**src/rtl/sqrt_pkg.sv**
```systemverilog
// Shared types and width helpers for the iterative square-root engine.
package sqrt_pkg;

    typedef enum logic [1:0] {IDLE, ITER, RND, DONE} sqrt_state_t;

    // Root and remainder width. The extra MSB carries the rounding overflow.
    function automatic int root_width(input int n);
        return n / 2 + 1;
    endfunction

    // Width of the cycle counter output. It must hold n/2+1, the round-mode count.
    function automatic int cycle_width(input int n);
        return $clog2(n / 2 + 2);
    endfunction

endpackage

```
**src/rtl/sqrt_step.sv**
```systemverilog
// One restoring digit-by-digit square-root iteration. Purely combinational.
module sqrt_step #(
    parameter int N = 16
) (
    input  logic [N/2+1:0] r,
    input  logic [N/2-1:0] q,
    input  logic [1:0]     bits,
    output logic [N/2+1:0] r_next,
    output logic [N/2-1:0] q_next
);

    logic [N/2+1:0] t;
    logic [N/2+1:0] d;
    logic           ge;

    // The partial remainder never exceeds 2q, so the trial value fits in N/2+2 bits.
    always_comb begin
        t      = (r << 2) | {{(N/2){1'b0}}, bits};
        d      = {q, 2'b01};
        ge     = (t >= d);
        r_next = ge ? (t - d) : t;
        q_next = (q << 1) | {{(N/2-1){1'b0}}, ge};
    end

endmodule

```
**src/rtl/sqrt_accel.sv**
```systemverilog
// Iterative integer square root: one root bit per clock, with optional round-to-nearest.
module sqrt_accel
    import sqrt_pkg::*;
#(
    parameter int N = 16
) (
    input  logic                      clock,
    input  logic                      reset,
    input  logic                      start,
    input  logic                      round,
    input  logic [N-1:0]              data_in,
    output logic                      ready,
    output logic                      done,
    output logic [root_width(N)-1:0]  root,
    output logic [root_width(N)-1:0]  remainder,
    output logic [cycle_width(N)-1:0] cycles
);

    localparam int H  = N / 2;
    localparam int RW = root_width(N);
    localparam int CW = cycle_width(N);
    localparam int KW = $clog2(H + 1);

    if ((N % 2) != 0 || N < 4) begin : g_bad_width
        $fatal(1, "sqrt_accel: N must be even and at least 4");
    end

    sqrt_state_t    state;
    logic [N-1:0]   x;
    logic [H+1:0]   r;
    logic [H+1:0]   r_next;
    logic [H-1:0]   q;
    logic [H-1:0]   q_next;
    logic [KW-1:0]  k;
    logic           round_q;

    sqrt_step #(.N(N)) u_step (
        .r      (r),
        .q      (q),
        .bits   (x[N-1:N-2]),
        .r_next (r_next),
        .q_next (q_next)
    );

    // NOTE: every register here is assigned with <= so each state update reads pre-edge values.
    always_ff @(posedge clock) begin
        if (reset) begin
            state     <= IDLE;
            ready     <= 1'b1;
            done      <= 1'b0;
            root      <= '0;
            remainder <= '0;
            cycles    <= '0;
            x         <= '0;
            r         <= '0;
            q         <= '0;
            k         <= '0;
            round_q   <= 1'b0;
        end else begin
            done <= 1'b0;
            case (state)
                IDLE: begin
                    if (start) begin
                        x       <= data_in;
                        round_q <= round;
                        k       <= KW'(H);
                        r       <= '0;
                        q       <= '0;
                        ready   <= 1'b0;
                        state   <= ITER;
                    end
                end
                ITER: begin
                    r <= r_next;
                    q <= q_next;
                    x <= x << 2;
                    k <= k - KW'(1);
                    if (k == KW'(1)) begin
                        if (round_q) begin
                            state <= RND;
                        end else begin
                            root      <= {1'b0, q_next};
                            remainder <= r_next[RW-1:0];
                            cycles    <= CW'(H);
                            done      <= 1'b1;
                            state     <= DONE;
                        end
                    end
                end
                RND: begin
                    // Round up when x >= q^2 + q + 1/4, which for integers means r > q.
                    root      <= {1'b0, q} + RW'(r > {2'b00, q});
                    remainder <= r[RW-1:0];
                    cycles    <= CW'(H + 1);
                    done      <= 1'b1;
                    state     <= DONE;
                end
                DONE: begin
                    ready <= 1'b1;
                    state <= IDLE;
                end
                default: begin
                    ready <= 1'b1;
                    state <= IDLE;
                end
            endcase
        end
    end

endmodule

```
**config.mk**
```make
export PLATFORM = sky130hd
export DESIGN_NAME = sqrt_accel
export DESIGN_NICKNAME = d
export VERILOG_FILES = /design/src/rtl/sqrt_pkg.sv /design/src/rtl/sqrt_step.sv /design/src/rtl/sqrt_accel.sv
export SDC_FILE = /design/constraint.sdc
export NUM_CORES = 1
export LEC_CHECK = 0
export ABC_AREA = 1
export BUFFER_PORTS_ARGS = -buffer_cell sky130_fd_sc_hd__buf_4
export CAP_MARGIN = 40
export CORE_ASPECT_RATIO = 1.1
export CORE_MARGIN = 4
export CORE_UTILIZATION = 45
export DETAILED_ROUTE_END_ITERATION = 6
export PLACE_DENSITY = 0.68
export SLEW_MARGIN = 20
export SYNTH_ARGS = -nofsm -noshare
export SYNTH_HDL_FRONTEND = slang
export SYNTH_SLANG_ARGS = --single-unit
export TNS_END_PERCENT = 50
```
**constraint.sdc**
```tcl
create_clock -name clock -period 5.8 [get_ports clock]
set_clock_uncertainty 0.1 [all_clocks]
set_input_delay 0.58 -clock clock [delete_from_list [all_inputs] [get_ports clock]]
set_output_delay 0.58 -clock clock [all_outputs]
set_load 0.02 [all_outputs]
```
-- After elaboration in Yosys (flattened, before gate mapping)
Cells that the tools add are included.
- register bits: 65
- input port bits: 20
- output and inout bits: 24
- logic and storage cells: 61
- $add $sub $neg: 3
- order comparisons: 2
- eq/ne operators: 7
- mux-type cells: 27
- bitwise logic cells: 2
- reductions and logical operators: 9
- operator list (kind ; count):
    two-way mux 9 bit ; 4
    one-hot mux 9 bit (2 select lines) ; 2
    one-hot mux 16 bit (2 select lines) ; 1
    two-way mux 10 bit ; 2
    one-hot mux 10 bit (2 select lines) ; 1
    two-way mux 16 bit ; 1
    one-hot mux 4 bit (2 select lines) ; 2
    one-hot mux 8 bit (2 select lines) ; 1
    two-way mux 4 bit ; 3
    greater-or-equal comparator 10 bit ; 1
    greater-than comparator 10 x 8 -> 1 bit ; 1
    bitwise OR 10 x 2 -> 10 bit ; 1
    subtractor 10 bit ; 1
    adder 8 x 1 -> 9 bit ; 1
    two-way mux 8 bit ; 1
    bitwise OR 8 x 1 -> 8 bit ; 1
    one-hot mux 2 bit (4 select lines) ; 1
    AND reduction 2 bit ; 4
    != test 2 bit, second input constant ; 3
    nonzero test 2 bit ; 3
    == test 2 bit, second input constant ; 2
    == test 4 x 1 -> 1 bit, second input constant ; 1
    two-way mux 1 bit ; 4
    two-way mux 2 bit ; 2
    other kinds (5) ; 6

-- Depth between registers and ports, before layout
Gate-level depths: netlist of the first run.
- word-level depth: 6
- depth in mapped cells: 19
- gate-level depth less buffers: 19

-- Hierarchy
From an unflattened synthesis of the first run, not the netlist that was laid out.
- cells, all modules: 586
- area total of the unflattened synthesis: 3922.5 µm²
- by module, submodules not included (module ; times used ; cells each ; area an instance (µm²) ; sequential area each (µm²)):
    sqrt_accel ; 1 ; 437 ; 3085.5 ; 1261.2
    sqrt_step ; 1 ; 149 ; 837.1 ; 0.0

-- Least setup slack after synthesis of the first run
Ideal clock, no wire load.
- kind: register to register
- start point: register q[5]
- end point: register root[6]
- library setup time: 132 ps
- arrival time: 2398 ps
- data required time: 5568 ps
- path slack: 3170 ps
- stages on the path, launching flop included: 18
- buffers on the path: 0
- period minus slack after synthesis: 2630 ps
- path through: dfxtp_1 > inv_1 > ha_1 > nand2_2 > inv_1 > a21oi_1 > nand2_1 > a21oi_1 > a21oi_1 > nor3_1 > inv_1 > ha_1 > ha_1 > nand2_1 > nor3_1 > xor2_1 > o21ai_0 > a21oi_1
- longest elaborated chain between the ends: 4
- elaborated cells between the ends (all ways): 6
- those cells by class: add/sub (1); order compare (1); mux (3); bitwise (1)
- RTL lines (item ; line ; RTL):
    start, declared ; sqrt_accel.sv:32 ; logic [H-1:0] q;
    start signal, assigned ; sqrt_accel.sv:75 ; q <= q_next;
    branches (longest 3 deep; another with greater-than comparator 10 x 8 -> 1 bit) ; n/a ;
    one-hot mux 9 bit (2 select lines) * ; sqrt_accel.sv:61 ; case (state)
    end signal, assigned ; sqrt_accel.sv:82 ; root <= {1'b0, q_next};
    end signal, assigned ; sqrt_accel.sv:92 ; root <= {1'b0, q} + RW'(r > {2'b00, q});
    end, declared ; sqrt_accel.sv:14 ; output logic [root_width(N)-1:0] root,
Mark *: on every way between the ends. The select of a mux whose other input is x is not followed.
A chain may end at the register's enable or synchronous reset.

-- Final worst setup path of the first run
Same ends and word-level chain as after synthesis.

==> flow_metrics.py, run 1 <==
metrics = {
    "clocking": {
        "path_clk_slew_ns": 0.07,
        "cts_resized": 0,
        "cts.sinks": 63,
        "cts_htree_levels": 3,
        "clock_latency_ns": 0.34,
        "cts_inserted_buffers": 9,
        "cts_tree": "yes",
        "post_cts_buffers": 0,
        "root_buffer": "clkbuf_8",
        "cts_hold_buf": 0,
        "clk_path_buf_depth": 2,
    },
    "worst_setup_path": {
        "r2r_slack_ns": 2.67,
        "r2r_cells": 17,
        "crit_fanout": 5,
        "r2r_end": "root[6]",
        "cp-start-kind": "flip-flop",
        "critPathKind": "reg2reg",
        "endpoint_kind": "flip-flop",
        "required_ns": 5.92,
        "r2r_start": "q[5]",
        "arrival_ns": 3.25,
    },
    "sta": {
        "slew_headroom_pct": 46.5,
        "drv_slew": 0,
        "setup_viol": 0,
        "grt_setup_unrepaired": "false",
        "final.setup.tns_ns": 0,
        "period_needed_ns": 3.13,
        "tightest_slew_ns": 0.802,
        "fmaxAchievable_ghz": 0.319,
        "fin_crit_sh_pct": 54.0,
        "hold_violations": 0,
    },
    "power": {
        "p_sw_mw": 1.49,
        "leakagePower_nw": 1.84,
        "powerDensity_nw_per_um2": 703,
        "p_sw_share_pct": 51.1,
        "p_clk_share_pct": 13.2,
        "combPwrFrac_pct": 63.5,
        "intPower_mw": 1.42,
        "p_seq_share_pct": 23.3,
        "ir_worst_vdd_v": 0.000310,
    },
    "global_route": {
        "gr-total-overflow": 0,
        "grt_max_degree": 33,
        "grt_first_pass_wirelength_microns": 14700,
        "grt_use_total_pct": 19.6,
        "grt_pass1_vias": 3169,
        "antenna_found_initial": 0,
    },
    "hold_path": {
        "worstHoldEndpoint": "cycles[0]",
        "holdPathStages": 2,
        "hp-start": "cycles[0]",
        "hold_path.class": "reg2reg",
    },
    "route": {
        "ant_nets": 0,
        "drc_errors": 0,
        "via_per_inst": 5.10,
        "wl_per_cell_microns": 13.2,
        "num_vias": 3353,
        "drt_iter0_markers": 152,
        "maxUsedRoutingLayer": "met4",
        "wl_met2_microns": 4060,
        "wl_met1_microns": 4070,
        "routed_wl_microns": 8690,
        "drt_pass1_iterations": 5,
        "met3_length_microns": 370,
    },
    "final_layout": {
        "insertedDiodeCount": 0,
        "area_growth_syn_to_layout_pct": 15.4,
        "drive_above_1_share_pct": 16.8,
        "fillers": 778,
        "fin_nets": 587,
        "fin_util_pct": 54.5,
    },
    "floorplanning": {
        "die_w_microns": 93.1,
        "initial_core_util_pct": 47.2,
        "pin_count": 44,
        "dieArea_sq_um": 9460,
        "die_h_microns": 102,
        "rows": 33,
        "core_sq_um": 7600,
    },
    "logic_synthesis": {
        "synthesis.instances": 517,
        "ys_types": 35,
        "syn-cell-area_sq_um": 3590,
        "ys_ff_latch": 63,
        "yosysWarnings": 0,
        "avgSynthCellArea_sq_um": 6.94,
        "ys_seq_area_share_pct": 35.2,
    },
    "place": {
        "place.gp.congestion": 0.903,
        "numPortBuffers": 41,
        "hpwl_microns": 6220,
    },
    "job": {
        "max-cap-violations": 0,
    },
    "status": {
        "outcome": "complete, no violations",
    },
}
==> registers in the layout, summed over array words and instances (netlist names) <==
| signal | cells |
|---|---|
| x | 16 |
| state | 2 |
| q | 8 |
| ready | 1 |
| k | 4 |
| round_q | 1 |
| remainder | 9 |
| r | 10 |
| done | 1 |
| cycles | 2 |
| root | 9 |
==> stage by stage <==
step	worst slack [ns]	instance area (sq um)	total power, mW	hold slack [ns]	instances
detailed placement	2.71	3940	2.52	0.357	642
global placement	2.66	3900	2.50	0.352	640
floorplan	3.17	3590	2.15	0.340	518
global route	2.44	4140	3.21	0.393	657
CTS	2.69	4140	2.92	0.369	657
finish	2.67	4140	2.91	0.367	657
==> power by group through the flow <==
stage	registers [mW]	clock network, mW	logic (mW)
2_1_floorplan	0.722	0	1.43
5_1_grt	0.695	0.409	2.10
3_5_place_dp	0.683	0	1.84
6_report	0.679	0.384	1.85
4_1_cts	0.677	0.393	1.85
3_3_place_gp	0.681	0	1.82
==> placed cells by master, fill, tap and decap left out, types with 2 or more instances in the layout <==
master      n
nor2_1     13
ha_1       19
nor2_4      2
a31oi_1    17
inv_1      53
o21ai_0    37
nand2_2    12
a21oi_4     2
a21oi_2    10
conb_1      2
inv_2       2
nor2_2      3
xor2_1      6
nor3_1      3
dfxtp_1    63
clkbuf_8   11
o21ai_1     3
o211ai_1    2
nand3_1    27
a21oi_1    55
nand2_1   154
buf_4      41
nand4_1     2
==> cell families after synthesis <==
| family | synth area share [%] |
|---|---|
| DFF | 35.2 |
| and+or+nand+nor | 26.3 |
| AOI/OAI and AO/OA | 20.4 |
| adders and majority gates | 6.63 |
| xor gates and xnor gates | 1.71 |
| buffers and inverters | 9.63 |
| other | 0.105 |
==> Yosys cell counts (all sizes together) <==
cell | instances | area [sq um]
nand3 | 28 | 145
o22ai | 1 | 6.26
xor2 | 6 | 52.6
conb | 1 | 3.75
ha | 19 | 238
nand2 | 166 | 653
a31oi | 17 | 106
clkbuf | 13 | 53.8
xnor2 | 1 | 8.76
nand4 | 3 | 25.0
buf | 11 | 76.3
a21oi | 67 | 395
o21ai | 41 | 209
dfxtp | 63 | 1260
inv | 56 | 215
nor2 | 18 | 90.1
nor3 | 4 | 31.3
o211ai | 2 | 15.0
==> how the worst max path moves through the flow <==
stage / start / to / slack, ns / cells after the start
6_report: q[5] / root[6] / 2.67 / 17
5_1_grt: q[5] / root[6] / 2.44 / 17
4_1_cts: q[5] / root[6] / 2.69 / 17
3_5_place_dp: q[5] / root[6] / 2.71 / 17
3_3_place_gp: state[1] / r[6] / 2.66 / 7
2_1_floorplan: q[5] / root[6] / 3.17 / 17
==> metal layers <==
| metal | global-route usage, % | up-vias |
|---|---|---|
| met5 | 0 | - |
| met4 | 8.46 | 0 |
| met3 | 3.79 | 16 |
| met2 | 32.1 | 74 |
| met1 | 25.2 | 1519 |
| li1 | - | 1744 |
==> area by class of cell <==
type                    count  area [sq um]  share of cell area [%]
clock buffers              12           155                    3.75
inverters                  56           215                    5.20
clock inverters             3          42.5                    1.03
well taps                 105           131                    3.17
repair buffers             43           350                    8.46
flip-flops and latches     63          1260                    30.5
multi-input cells         375          1980                    47.9
==> worst max-delay path: stages (launching register included) <==
cell and delay (ns):
dfxtp_1 0.41, inv_1 0.12, ha_1 0.39, nand2_2 0.13, nor2_4 0.16, nand2_1 0.07, nand2_1 0.07, a21oi_1 0.05
a21oi_1 0.20, nor3_1 0.07, inv_1 0.06, ha_1 0.16, ha_1 0.21, nand2_1 0.08, nor3_1 0.30, xor2_1 0.12
o21ai_0 0.22, a21oi_1 0.09
Power figures use the tool's default switching activity.
==> inputs of run 2 (changes only) <==
==> constraint.sdc (replaced) <==
create_clock -name clock -period 3.1 [get_ports clock]
set_clock_uncertainty 0.1 [all_clocks]
set_input_delay 0.31 -clock clock [delete_from_list [all_inputs] [get_ports clock]]
set_output_delay 0.31 -clock clock [all_outputs]
set_load 0.02 [all_outputs]
==> run 2 against run 1 <==
Against the previous run:
- cell count grew 1.4%
- worst setup slack got worse by 2.4 ns
- final area up 1.5%
- sequential share of layout area is 0.42 points lower
- flip-flop and latch count unchanged
- sequential power up 86%
- global-route usage increased by 0.49 points
- critical path type unchanged
- largest cell class unchanged
==> flow_metrics.py, run 2 (synthesized netlist as in run 1, its figures left out) <==
metrics = {
    "status": {
        "outcome": "complete, no violations",
    },
    "sta": {
        "tightest_slew_ns": 0.749,
        "final.setup.tns_ns": 0,
        "setup_viol": 0,
        "drv_slew": 0,
        "fin_crit_sh_pct": 90.8,
        "slew_headroom_pct": 50.0,
        "hold_violations": 0,
        "fmaxAchievable_ghz": 0.355,
        "grt_setup_unrepaired": "false",
        "period_needed_ns": 2.82,
    },
    "global_route": {
        "grt_first_pass_wirelength_microns": 15300,
        "grt_max_degree": 34,
        "gr-total-overflow": 0,
        "antenna_found_initial": 0,
        "grt_use_total_pct": 20.1,
        "grt_pass1_vias": 3403,
    },
    "place": {
        "placed_cell_area_sq_um": 3990,
        "hpwl_microns": 6420,
        "numPortBuffers": 41,
        "place.gp.congestion": 0.965,
        "dp.cells": 649,
    },
    "final_layout": {
        "multi_input_area_sq_um": 1990,
        "ff_latch_area_sq_um": 1260,
        "fillers": 797,
        "insertedDiodeCount": 0,
        "final_common_cell": "nand2_1",
        "drive_above_1_share_pct": 18.9,
        "largest-register": "x",
        "top_regs": "x (16), r (10)",
        "largest_reg_flops": 16,
        "finalNonFillerCells": 666,
        "final_cell_mix": "nand2_1 (154), dfxtp_1 (62), a21oi_1 (54), inv_1 (53), buf_4 (50)",
        "fin_nets": 595,
        "area_growth_syn_to_layout_pct": 17.1,
        "fin_util_pct": 55.3,
        "design_area_sq_um": 4200,
    },
    "route": {
        "drt_iter0_markers": 164,
        "num_vias": 3402,
        "ant_nets": 0,
        "drt_pass1_iterations": 5,
        "wl_per_cell_microns": 13.5,
        "via_per_inst": 5.11,
        "routed_wl_microns": 8980,
        "drc_errors": 0,
    },
    "worst_setup_path": {
        "cpMaxStageDelayCell": "dfxtp_1",
        "max_stage_delay_ns": 0.39,
        "r2r_slack_ns": 0.28,
        "cp-start-kind": "flip-flop",
        "arrival_ns": 2.92,
        "path_delay_family": "adder cells",
        "crit_fanout": 5,
        "cp_cell_sequence": "inv_1 -> ha_1 -> nand2_2 -> inv_1 -> a21oi_2 -> nand2_1 -> a21oi_1 -> a21oi_1 -> nor3_1 -> inv_1 -> ha_1 -> ha_1 -> nand2_1 -> nor3_2 -> xor2_1 -> o21ai_0 -> a21oi_1",
        "required_ns": 3.21,
        "worstSetupStartpoint": "q[4]",
        "critPathKind": "reg2reg",
        "r2r_end": "root[6]",
        "r2r_cells": 17,
        "endpoint_kind": "flip-flop",
        "path_buf_inv": 3,
        "r2r_start": "q[4]",
    },
    "clocking": {
        "cts_htree_levels": 3,
        "clk_path_buf_depth": 2,
        "cts_inserted_buffers": 9,
        "root_buffer": "clkbuf_8",
        "cts_hold_buf": 0,
        "cts_tree": "yes",
        "cts.sinks": 63,
        "path_clk_slew_ns": 0.08,
        "clock_latency_ns": 0.35,
    },
    "hold_path": {
        "hold_path.class": "in2reg",
        "worstHoldEndpoint": "x[0]",
        "holdPathStages": 3,
        "hp-start": "data_in[0]",
    },
    "power": {
        "total_power_mw": 5.48,
        "powerDensity_nw_per_um2": 1310,
        "ir_worst_vdd_v": 0.000727,
        "leakagePower_nw": 1.88,
    },
    "floorplanning": {
        "initial_core_util_pct": 47.2,
        "die_w_microns": 93.1,
        "dieArea_sq_um": 9460,
        "die_h_microns": 102,
        "core_sq_um": 7600,
        "pin_count": 44,
        "rows": 33,
    },
    "job": {
        "max-cap-violations": 0,
    },
}
## run 2: cell types whose count changed in the layout (fill, tap and decap cells not counted), sizes merged
cell / before / now
inv: 56 / 57
clkinvlp: 1 / 2
buf: 43 / 51
clkbuf: 12 / 9
clkinv: 1 / 3
## run 2: power by group
group,switching (mW),internal [mW]
logic,2.28,1.21
registers,0.187,1.08
clock network,0.355,0.372
total,2.82,2.66
## run 2: routing by layer
metal  global-route usage, %  wire length (microns)
met5                       0                      0
met4                    8.46                    173
met3                    4.90                    366
met2                    34.7                   4410
met1                    23.8                   4030
## run 2: how the worst max path moves through the flow
stage                   end  slack (ns)  cells past startpoint
floorplan           root[6]        0.47                     17
global placement    root[6]        0.28                     17
detailed placement  root[6]        0.17                     17
CTS                 root[6]        0.15                     17
global route        root[6]        0.02                     17
finish              root[6]        0.28                     17
## run 2: area by class of cell
cell class              count  share of cell area, %
multi-input cells         375                   47.4
flip-flops and latches     63                   30.1
repair buffers             51                   9.59
inverters                  56                   5.12
well taps                 105                   3.13
clock buffers               9                   2.95
clock inverters             7                   1.73
## run 2: tightest hold or removal path, cell delays in order
cell	delay, ns
buf_4	0.10
nand2_1	0.05
a21oi_1	0.05
## run 2: what timing repair did
item / 4_1_cts / 5_1_grt
setup buffers: 0 / 1
setup endpoints to repair: 0 / 5
gates resized for setup: 0 / 3
endpoints found under the hold margin: 0 / 0
## run 2: stage by stage
step           setup WS (ns)  hold WS [ns]
3_5_place_dp           0.169         0.359
2_1_floorplan          0.470         0.298
5_1_grt               0.0157         0.111
4_1_cts                0.151         0.104
3_3_place_gp           0.279         0.351
6_report               0.284         0.117
